<file path="src/rtl/serial_add_pkg.sv">
// rtl/serial_add_pkg.sv - shared types and constants for the bit-serial adder
package serial_add_pkg;

  localparam int SERIAL_ADD_WIDTH_DEF = 8;

  typedef enum logic [1:0] {
    IDLE = 2'd0,
    RUN  = 2'd1,
    DONE = 2'd2
  } state_t;

  function automatic int cnt_width(input int w);
    return (w <= 2) ? 1 : $clog2(w);
  endfunction

endpackage

</file>
<file path="src/rtl/serial_add_ctrl_if.sv">
// rtl/serial_add_ctrl_if.sv - operation request/result bundle; SERIAL_ADD_SUB_EN adds sub
interface serial_add_ctrl_if #(
  parameter int WIDTH = serial_add_pkg::SERIAL_ADD_WIDTH_DEF
);
  logic             start;
  logic [WIDTH-1:0] a;
  logic [WIDTH-1:0] b;
`ifdef SERIAL_ADD_SUB_EN
  logic             sub;
`endif
  logic             busy;
  logic             done;
  logic [WIDTH-1:0] sum;
  logic             cout;

`ifdef SERIAL_ADD_SUB_EN
  modport master (output start, a, b, sub, input busy, done, sum, cout);
  modport slave  (input start, a, b, sub, output busy, done, sum, cout);
`else
  modport master (output start, a, b, input busy, done, sum, cout);
  modport slave  (input start, a, b, output busy, done, sum, cout);
`endif
endinterface

</file>
<file path="src/rtl/serial_add_ctrl_full_adder_bit.sv">
// rtl/serial_add_ctrl_full_adder_bit.sv - 1-bit full adder from two half adders
module full_adder_bit (
  input  logic a,
  input  logic b,
  input  logic cin,
  output logic s,
  output logic cout
);
  logic h1_s;
  logic h1_c;
  logic h2_c;

  assign h1_s = a ^ b;
  assign h1_c = a & b;
  assign s    = h1_s ^ cin;
  assign h2_c = h1_s & cin;
  assign cout = h1_c | h2_c;
endmodule

</file>
<file path="src/rtl/serial_add_ctrl.sv">
// rtl/serial_add_ctrl.sv - bit-serial adder, one bit per cycle through a shared full adder.
// SERIAL_ADD_SUB_EN adds a sub input that turns the operation into a - b.
module serial_add_ctrl
  import serial_add_pkg::*;
#(
  parameter int WIDTH = SERIAL_ADD_WIDTH_DEF
) (
  input logic               clk,
  input logic               rst,
  serial_add_ctrl_if.slave  bus
);
  localparam int CW = cnt_width(WIDTH);
  localparam logic [CW-1:0] LAST = CW'(WIDTH - 1);

  state_t           state;
  logic [WIDTH-1:0] a_sh;
  logic [WIDTH-1:0] b_sh;
  logic [WIDTH-1:0] res_sh;
  logic [WIDTH-1:0] res_next;
  logic [WIDTH-1:0] sum_q;
  logic [CW-1:0]    cnt;
  logic             carry;
  logic             cout_q;
  logic             busy_q;
  logic             done_q;
  logic             fa_s;
  logic             fa_c;

  full_adder_bit u_fa (
    .a    (a_sh[0]),
    .b    (b_sh[0]),
    .cin  (carry),
    .s    (fa_s),
    .cout (fa_c)
  );

  // LSB-first: each new sum bit enters at the MSB, so after WIDTH shifts the word is aligned
  always_comb begin
    res_next            = res_sh >> 1;
    res_next[WIDTH-1]   = fa_s;
  end

  always_ff @(posedge clk or negedge rst) begin
    if (!rst) begin
      state  <= IDLE;
      a_sh   <= '0;
      b_sh   <= '0;
      res_sh <= '0;
      sum_q  <= '0;
      cnt    <= '0;
      carry  <= 1'b0;
      cout_q <= 1'b0;
      busy_q <= 1'b0;
      done_q <= 1'b0;
    end else begin
      case (state)
        IDLE: begin
          done_q <= 1'b0;
          if (bus.start) begin
            a_sh   <= bus.a;
`ifdef SERIAL_ADD_SUB_EN
            // two's complement subtract: ~b with carry-in of one
            b_sh   <= bus.sub ? ~bus.b : bus.b;
            carry  <= bus.sub;
`else
            b_sh   <= bus.b;
            carry  <= 1'b0;
`endif
            res_sh <= '0;
            cnt    <= '0;
            busy_q <= 1'b1;
            state  <= RUN;
          end
        end
        RUN: begin
          res_sh <= res_next;
          carry  <= fa_c;
          a_sh   <= a_sh >> 1;
          b_sh   <= b_sh >> 1;
          cnt    <= cnt + CW'(1);
          if (cnt == LAST) begin
            sum_q  <= res_next;
            cout_q <= fa_c;
            done_q <= 1'b1;
            state  <= DONE;
          end
        end
        DONE: begin
          done_q <= 1'b0;
          busy_q <= 1'b0;
          state  <= IDLE;
        end
        default: begin
          done_q <= 1'b0;
          busy_q <= 1'b0;
          state  <= IDLE;
        end
      endcase
    end
  end

  assign bus.busy = busy_q;
  assign bus.done = done_q;
  assign bus.sum  = sum_q;
  assign bus.cout = cout_q;
endmodule
</file>
<file path="src/flat_wrapper.sv">
// flat-port wrapper written by rule: the top's interface ports become plain ports
module serial_add_ctrl_flat import serial_add_pkg::*;
#(
  parameter int WIDTH = SERIAL_ADD_WIDTH_DEF
)
  (clk, rst, bus_start, bus_a, bus_b, bus_busy, bus_done, bus_sum, bus_cout);
  serial_add_ctrl_if #(.WIDTH(WIDTH)) bus_i ();
  input logic clk;
  input logic rst;
  input wire logic [$bits(bus_i.start)-1:0] bus_start;
  input wire logic [$bits(bus_i.a)-1:0] bus_a;
  input wire logic [$bits(bus_i.b)-1:0] bus_b;
  output wire logic [$bits(bus_i.busy)-1:0] bus_busy;
  output wire logic [$bits(bus_i.done)-1:0] bus_done;
  output wire logic [$bits(bus_i.sum)-1:0] bus_sum;
  output wire logic [$bits(bus_i.cout)-1:0] bus_cout;
  assign bus_i.start = bus_start;
  assign bus_i.a = bus_a;
  assign bus_i.b = bus_b;
  assign bus_busy = bus_i.busy;
  assign bus_done = bus_i.done;
  assign bus_sum = bus_i.sum;
  assign bus_cout = bus_i.cout;
  serial_add_ctrl #(.WIDTH(WIDTH)) u_core (.clk(clk), .rst(rst), .bus(bus_i));
endmodule
</file>
<file path="config.mk">
export PLATFORM = sky130hd
export DESIGN_NAME = serial_add_ctrl_flat
export DESIGN_NICKNAME = d
export VERILOG_FILES = /design/src/rtl/serial_add_pkg.sv /design/src/rtl/serial_add_ctrl_if.sv /design/src/rtl/serial_add_ctrl_full_adder_bit.sv /design/src/rtl/serial_add_ctrl.sv /design/src/flat_wrapper.sv
export SDC_FILE = /design/constraint.sdc
export NUM_CORES = 1
export LEC_CHECK = 0
export CAP_MARGIN = 20
export CORE_MARGIN = 1.5
export CORE_UTILIZATION = 40
export DETAILED_ROUTE_END_ITERATION = 8
export PLACE_DENSITY = 0.71
export SLEW_MARGIN = 20
export SYNTH_ARGS = -nofsm -noshare
export SYNTH_HDL_FRONTEND = slang
export SYNTH_SLANG_ARGS = --single-unit
</file>
<file path="constraint.sdc">
create_clock -name clk -period 1.5 [get_ports clk]
set_clock_uncertainty 0.15 [all_clocks]
set_input_delay 0.3 -clock clk [delete_from_list [all_inputs] [get_ports clk]]
set_output_delay 0.3 -clock clk [all_outputs]
set_load 0.005 [all_outputs]
</file>
# After elaboration in Yosys (flattened, before gate mapping)
# Index checks and enable logic that the tools add are counted.
dict set report totals {
  regBits 41
  input_bits 19
  word_cells 44
}
dict set report classes {
  n_addsub 1
  n_eq_ne 4
  n_mux 17
  n_bitwise 6
  reduce_logical 6
}
# cell count
set op_table {}
lappend op_table {{8-bit one-hot mux with 2 select lines} 3}
lappend op_table {{8-bit two-way mux} 3}
lappend op_table {{2-bit AND reduction} 4}
lappend op_table {{3-bit one-hot mux with 2 select lines} 1}
lappend op_table {{1-bit two-way mux} 4}
lappend op_table {{2-bit two-way mux} 2}
lappend op_table {{1-bit one-hot mux with 2 select lines} 2}
lappend op_table {{2-bit one-hot mux with 2 select lines} 1}
lappend op_table {{3-bit by 1-bit adder with 3-bit output, second input constant} 1}
lappend op_table {{3-bit equality test, second input constant} 1}
lappend op_table {{3-bit two-way mux} 1}
lappend op_table {{1-bit bitwise AND} 2}
lappend op_table {{2-bit by 1-bit equality test with 1-bit output, second input constant} 1}
lappend op_table {{2-bit logical NOT} 1}
lappend op_table {{2-bit by 1-bit inequality test with 1-bit output, second input constant} 1}
lappend op_table {{2-bit inequality test, second input constant} 1}
lappend op_table {{2-bit nonzero test} 1}
lappend op_table {{1-bit XOR} 2}
lappend op_table {{1-bit NOT} 1}
lappend op_table {{1-bit OR} 1}

# Longest topological paths before layout
# Gate-level depths: netlist (run 1).
dict set report logic_depth {
  word_depth 4
  ltp_mapped 5
  ltp_nobuf 4
}

# By module
# Synthesis (run 1) repeated with hierarchy kept, for this count alone.
dict set report unflattened {
  cells_unflattened 148
  hier_area_um2 1881.8
}
# module instances cells_per_inst area_each_um2 seq_area_each_um2
set modules_own_cells {}
lappend modules_own_cells {serial_add_ctrl 1 147 1861.8 1001.0}
lappend modules_own_cells {full_adder_bit 1 1 20.0 0.0}

# Worst setup path before layout (run 1)
# No wires, ideal clock.
dict set report synth_path {
  path_type {flip-flop to flip-flop}
  start {reg u_core.cnt[0]}
  end {reg u_core.cout_q, in the netlist u_core.bus.cout}
  setup_time_ns 0.125
  arrival_time_ns 1.363
  required_time_ns 1.225
  setup_slack_ns -0.138
  path_stages_with_launch 6
  path_buffers 1
  cell_sequence {dfrtp_1 -> ha_1 -> ha_1 -> nand3b_1 -> buf_2 -> mux2_2}
}
dict set report synth_between {
  elab_chain_len 2
}
# item line_no
set synth_rtl {}
lappend synth_rtl {{from (decl)} serial_add_ctrl.sv:21} ;# logic [CW-1:0] cnt;
lappend synth_rtl {{from (signal assigned)} serial_add_ctrl.sv:80} ;# cnt <= cnt + CW'(1);
lappend synth_rtl {{3-bit equality test} serial_add_ctrl.sv:81} ;# if (cnt == LAST) begin
lappend synth_rtl {{2-bit AND reduction (no source line)} n/a}
lappend synth_rtl {{to (signal assigned)} serial_add_ctrl.sv:52} ;# cout_q <= 1'b0;
lappend synth_rtl {{to (signal assigned)} serial_add_ctrl.sv:83} ;# cout_q <= fa_c;
lappend synth_rtl {{to (decl)} serial_add_ctrl.sv:23} ;# logic cout_q;
# No other way between the ends.
# A chain may end at the register's enable or synchronous reset.

# Worst setup path in the final report (run 1)
dict set report layout_path {
  start {reg u_core.cnt[1]}
  end {reg u_core.sum_q[6], in the netlist u_core.bus.sum[6]}
}
dict set report layout_between {
  elab_chain_len 2
}
# item line_no
set layout_rtl {}
lappend layout_rtl {{3-bit equality test} serial_add_ctrl.sv:81}
lappend layout_rtl {{2-bit AND reduction (no source line)} n/a}
lappend layout_rtl {{to (signal assigned)} serial_add_ctrl.sv:82} ;# sum_q <= res_next;
lappend layout_rtl {{to (decl)} serial_add_ctrl.sv:20} ;# logic [WIDTH-1:0] sum_q;
# No other way between the ends.

==> results of run 1 <==
==> power groups by stage <==
stage | Combinational, uW | Sequential, uW | Clock, uW
global placement | 1730 | 1870 | 0
CTS | 1930 | 1870 | 752
floorplan | 1120 | 1820 | 0
finish | 2110 | 1870 | 732
detailed placement | 1820 | 1890 | 0
global route | 2310 | 1940 | 796
==> synthesized netlist by cell type <==
cell,number
dfrtp_1,40
inv_1,12
a22o_1,10
nor4b_1,10
mux2_2,9
buf_2,7
nor3b_1,7
a211oi_1,6
a221oi_1,4
o221a_2,4
or4b_1,4
nand2b_1,3
a21oi_1,2
buf_6,2
clkbuf_1,2
ha_1,2
nor2_1,2
nor4bb_1,2
a211o_1,1
a21o_1,1
and2b_1,1
buf_4,1
fa_1,1
mux2i_1,1
nand3b_1,1
o21ba_2,1
o21bai_1,1
==> metal layers <==
metal / wire [um] / GRT usage [%] / part of all wire (%)
met5: 0 / 0 / 0
met4: 79 / 5.229 / 2.1
met3: 159 / 4.070 / 4.2
met2: 1843 / 26.18 / 49
met1: 1703 / 21.78 / 45
==> layout make-up <==
class	count	area (um^2)
Tap cell	52	65.06
Clock inverter	2	10.01
Fill cell	370	1803
Inverter	12	45.04
Multi-Input combinational cell	73	762.0
Sequential cell	40	1002
Timing Repair Buffer	56	524.3
Clock buffer	6	82.58
==> path summary, 6_finish.rpt <==
check / cells after the start / start / to
hold / removal: 2 / rst / u_core.res_sh[4]$_DFFE_PN0P_
setup reg to reg: 5 / u_core.cnt[1]$_DFFE_PN0P_ / u_core.bus.sum[6]$_DFFE_PN0P_
min in group clk: 1 / u_core.a_sh[7]$_DFFE_PN0P_ / u_core.a_sh[7]$_DFFE_PN0P_
hold reg to reg: 1 / u_core.a_sh[7]$_DFFE_PN0P_ / u_core.a_sh[7]$_DFFE_PN0P_
setup / recovery: 5 / u_core.cnt[1]$_DFFE_PN0P_ / u_core.bus.sum[6]$_DFFE_PN0P_
max in group asynchronous: 3 / rst / u_core.a_sh[6]$_DFFE_PN0P_
==> stage by stage <==
stage | TNS (ns) | instances | util [%] | setup slack, ns | hold slack, ns
floorplan | -0.1724 | 137 | - | -0.01916 | -0.1456
global placement | -5.222 | 222 | 51.78 | -0.2181 | 0.06699
detailed placement | -6.575 | 222 | 51.78 | -0.2879 | 0.07693
CTS | -1.097 | 237 | 55.68 | -0.1292 | 0.3055
global route | -1.432 | 241 | 58.01 | -0.1652 | 0.3133
finish | -1.133 | 241 | 58.01 | -0.1305 | 0.2976
==> repair_timing <==
action,CTS,global route
endpoints found under the setup margin,21,26
setup buffers,6,4
hold buffers,1,0
pin swaps,2,3
gates resized for setup,20,14
endpoints found under the hold margin,13,0
==> worst max-delay path, delay by kind of cell, from the launching register on <==
kind / cells / cell delay, ns
DFF: 1 / 0.39
and+or+nand+nor: 1 / 0.14
muxes: 1 / 0.30
adders and majority gates: 2 / 0.37
buffers and inverters: 1 / 0.16
==> logic make-up after synthesis <==
family,share of synthesized area (%)
adder cells (fa/ha/maj),2.540
AO/OA/AOI/OAI,14.47
flip-flops,56.46
buffers and inverters,6.634
multiplexers,6.281
AND/OR/NAND/NOR,13.62
==> state kept, by name, indices dropped and copies added (netlist names) <==
| register | flops |
|---|---|
| u_core.a_sh | 8 |
| u_core.b_sh | 8 |
| u_core.bus.sum | 8 |
| u_core.res_sh | 7 |
| u_core.cnt | 3 |
| u_core.state | 2 |
| u_core.bus.busy | 1 |
| u_core.bus.cout | 1 |
| u_core.bus.done | 1 |
| u_core.carry | 1 |
==> run metrics, run 1 <==
status complete, but fails checks; failing checks negative setup slack; Max clock buf depth 2; Clock transition at path regs ~0.080 ns; Vias around 1,300; Peak VDD IR roughly 0.00088 V; critical path required time approximately 1.5 ns; Rel. slew slack around 75%; Data arrival, critical path ~1.7 ns; fin. max-slew vios 0; slowest cell on the critical path dfrtp_1; Port Buffers 29; area post-placement around 2200 um^2; Die Footprint 4841 um^2; PwrDens 1891 nW/um^2; MaxCap Viol Count 0; sequential share of the synthesized area 56.46%; Combinational Power Share ~45%; CP max FO 8; Cell Int Power 3193 uW; Max Freq between 600 and 700 MHz; Seq pwr share between 30 and 40%; Slew @ Worst Pin approximately 0.36 ns; die width roughly 70 um; Worst Hold Class in2async; Tot Pwr between 4000 and 5000 uW; Synth Net Count 159; flop-to-flop setup slack -0.13 ns; initial antenna violation count 0; switching pwr ~1500 uW; fin worst setup slack -0.1305 ns; DIE HEIGHT just under 70 um; Site Rows 24; clock buffer count from CTS 5; Setup crit start kind flop; minimum clock period about 1.6 ns; slowest stage delay, CP around 0.4 ns; area grow syn2layout 40.51%; Synth Instances 137; Worst-Skew Late Latency between 0.2 and 0.3 ns; top cells by area, synth dfrtp_1 56%, mux2_2 5.7%, a22o_1 4.9%; WL per Instance 15.70 um; root buffer cell clkbuf_8; Mean Syn Cell Area ~13 um^2; Design Area, Final 2491 um^2; commonest non-fill, non-tap cells in the layout 39 x dfrtp_1, 21 x buf_4, 16 x clkdlybuf4s50_1; Ports 30; DRC Markers 0; initial core utilization 41.29%; GRT Residual Overflow 0; critical-path cell list ha_2 -> ha_4 -> nand3b_1 -> buf_12 -> mux2_4; CTS tree built; overall routed net length 3.784 mm; synth unique cells 27; post-synthesis instance area 1773 um^2; Setup crit end kind flop; final setup vio count 10; area leader, netlist dfrtp_1; clock network fraction of total power about 16%; Synth Warn # 0; hpwl dp roughly 2.5 mm; post-route ant nets 0; Synth top area share between 50% and 60%; GPL Wtd Cong 0.7955; Leak about 0.0012 uW; Antenna diodes 0; layout cells sized above 1 roughly 33%; final hold violation count 0; RSZ-0062 raised after global routing true; detailed router's first-iteration violation count 41; DR vias/cell roughly 5.5; switch share 32.19%; htree depth 2; period utilisation layout 108.7%; number of global-route vias before repair approximately 1,400; commonest non-fill, non-tap cell in the layout dfrtp_1; total global-route track usage between 10% and 20%; Seq cells post-synth 40; first-pass GRT wire length roughly 6.4 mm; nets 210; core footprint 4294 um^2; Setup Crit Path Kind reg2reg; largest net degree at the start of global routing 22; drt pass-1 iters 4; CTS Sinks 40
(Power assumes the default switching activity.)
==> inputs of run 2 (changes only) <==
Settings changed: CORE_MARGIN 1.5 to 5.
==> run metrics, run 2 (same netlist as run 1, synthesis figures left out) <==
status complete, but fails checks; failing checks negative setup slack; layout cells sized above 1 41.88% (+9.1 points); Hold Path Depth 1; Port Buffers 29 (unchanged); post-route insts no fill 243 (+0.83%); Max Freq 617.3 MHz (+0.65%); Setup crit start kind flop; final hold violation count 0 (unchanged); DR vias/cell 5.412 (-0.75%); CTS Sinks 40 (unchanged); total global-route track usage 13.42% (-2.9 points); Clock transition at path regs 0.08 ns (about the same); Ports 30 (unchanged); final core occ 61.75% (+3.7 points); commonest non-fill, non-tap cell in the layout dfrtp_1; number of global-route vias before repair 1,392 (+3.0%); PwrDens 1840 nW/um^2 (-2.7%); htree depth 2 (unchanged); critical path required time 1.53 ns (about the same); core footprint 4324 um^2 (+0.70%); die width 76.58 um (+10%); DRC Markers 0 (unchanged); RSZ-0062 raised after global routing true; met3 WL 210 um (+32%); Vias 1,315 (+0.076%); commonest non-fill, non-tap cells in the layout 38 x dfrtp_1, 19 x buf_4, 16 x clkdlybuf4s50_1; area grow syn2layout 50.60%; Setup Crit Path Kind reg2reg; final setup vio count 19 (+9); initial antenna violation count 0 (unchanged); Slew @ Worst Pin 0.3596 ns (-0.002929 ns); first-pass GRT wire length 6.465 mm (+1.7%); GRT Residual Overflow 0 (unchanged); Reg2Reg Depth 5 (unchanged); fin. max-slew vios 0 (unchanged); largest net degree at the start of global routing 41 (+86%); switch share 33.50% (+1.3 points); DIE HEIGHT 76.58 um (+10%); M1 WL 1.630 mm (-4.3%); Data arrival, critical path 1.65 ns (about the same); WL per Instance 16.47 um (+4.9%); CP max FO 10 (+2); top routing layer in use met4; Rel. slew slack 75.98% (+0.48 points); Die Footprint 5864 um^2 (+21%); Setup TNS -1.136 ns (-0.003180 ns); FF-to-FF Start u_core.cnt[1]$_DFFE_PN0P_; overall routed net length 4.002 mm (+5.8%); Leak 0.001213 uW (+3.0%); Setup crit end kind flop; MaxCap Viol Count 0 (unchanged); Combinational Power Share 47.9% (+3.2 points); Worst Hold Class reg2reg; fin worst setup slack -0.1200 ns (+0.01051 ns); CTS tree built; minimum clock period 1.620 ns (-0.01050 ns); post-route ant nets 0 (unchanged); nets 213 (+1.4%); hpwl dp 2.342 mm (-8.1%); Cell Int Power 3267 uW (+2.3%); initial core utilization 41.00% (-0.29 points); Seq pwr share 38.4% (-1.4 points); Site Rows 24 (unchanged); detailed router's first-iteration violation count 27 (-34%); flop-to-flop setup slack -0.12 ns (about the same); Worst-Skew Late Latency 0.29 ns (about the same); Max clock buf depth 2 (unchanged); clock network fraction of total power 13.8% (-1.7 points); clock buffer count from CTS 5 (unchanged); Placed Instances 223 (+0.45%); Worst Hold Launch u_core.a_sh[7]$_DFFE_PN0P_; root buffer cell clkbuf_8; GPL Wtd Cong 0.7860 (-1.2%); period utilisation layout 108.0% (-0.70 points); RR Endpoint u_core.bus.sum[5]$_DFFE_PN0P_; switching pwr 1646 uW (+8.6%); drt pass-1 iters 4 (unchanged); Peak VDD IR 0.0009523 V (+8.4%); metal2 WL 2.031 mm (+10%); hold worst-path end u_core.a_sh[7]$_DFFE_PN0P_; Antenna diodes 0 (unchanged)
==> run 2: cell count changes in the layout (fill, tap and decap cells not counted), moves of 4 or more <==
cell | before | now
a211oi_1 | 6 | 0
a211oi_2 | 0 | 6
mux2_2 | 0 | 6
mux2_4 | 9 | 3
nor4b_1 | 6 | 0
nor4b_4 | 0 | 4
==> run 2: area by class of cell <==
cell class / instances / area, um^2
tap: 52 / 65.06
clock inverter: 1 / 5.005
clock buffer: 6 / 72.57
multi-input combinational: 73 / 879.6
timing repair buffer: 59 / 599.3
sequential: 40 / 1003
inverter: 12 / 45.04
fill: 341 / 1654
==> run 2: worst max path at each step <==
stage                                   start                             to  slack, ns  cells past startpoint
floorplan           u_core.cnt[0]$_DFFE_PN0P_    u_core.bus.cout$_DFFE_PN0P_      -0.02                      5
CTS                 u_core.cnt[1]$_DFFE_PN0P_  u_core.bus.sum[1]$_DFFE_PN0P_      -0.11                      5
detailed placement                  bus_start     u_core.a_sh[3]$_DFFE_PN0P_      -0.27                      3
finish              u_core.cnt[1]$_DFFE_PN0P_  u_core.bus.sum[5]$_DFFE_PN0P_      -0.12                      5
global route        u_core.cnt[1]$_DFFE_PN0P_  u_core.bus.sum[2]$_DFFE_PN0P_      -0.18                      5
global placement                    bus_start     u_core.a_sh[2]$_DFFE_PN0P_      -0.21                      3
==> run 2: stage by stage <==
| step | hold WS, ns | setup slack [ns] | power [uW] | area, um^2 |
|---|---|---|---|---|
| floorplan | -0.1456 | -0.01916 | 2945 | 1794 |
| global placement | 0.1353 | -0.2140 | 3639 | 2243 |
| detailed placement | 0.1342 | -0.2660 | 3723 | 2243 |
| CTS | 0.3357 | -0.1098 | 4562 | 2445 |
| global route | 0.3730 | -0.1785 | 5238 | 2670 |
| finish | 0.3364 | -0.1200 | 4913 | 2670 |
==> run 2: power groups by stage <==
stage               combinational (uW)  clock (uW)  sequential [uW]
finish                            2350         676             1890
global route                      2560         721             1960
CTS                               2010         686             1870
detailed placement                1830           0             1890
global placement                  1770           0             1870
floorplan                         1120           0             1820
==> run 2: layer usage <==
layer,global-route usage [%],up-vias
met5,0,-
met3,3.428,15
met1,15.97,642
met4,6.294,0
li1,-,617
met2,22.52,41
==> run 2: timing repair <==
| item | 4_1_cts | 5_1_grt |
|---|---|---|
| endpoints found under the setup margin | 24 | 34 |
| cloned | 1 | 2 |
| gates resized for setup | 25 | 33 |
| setup buffers | 4 | 5 |
| pin swaps | 4 | 5 |
| hold endpoints to repair | 40 | 0 |
| hold buffers | 1 | 0 |
==> run 2: critical path: stages, from the launching register on <==
cell	delay [ns]
dfrtp_1	0.39
ha_2	0.20
ha_4	0.16
nand3b_1	0.13
buf_12	0.15
mux2_2	0.33
==> inputs of run 3 (changes only) <==
Settings changed: ABC_AREA set to 0.
==> results of run 3 <==
Same layout as run 2: the final DEF is identical, and so are final timing and power.
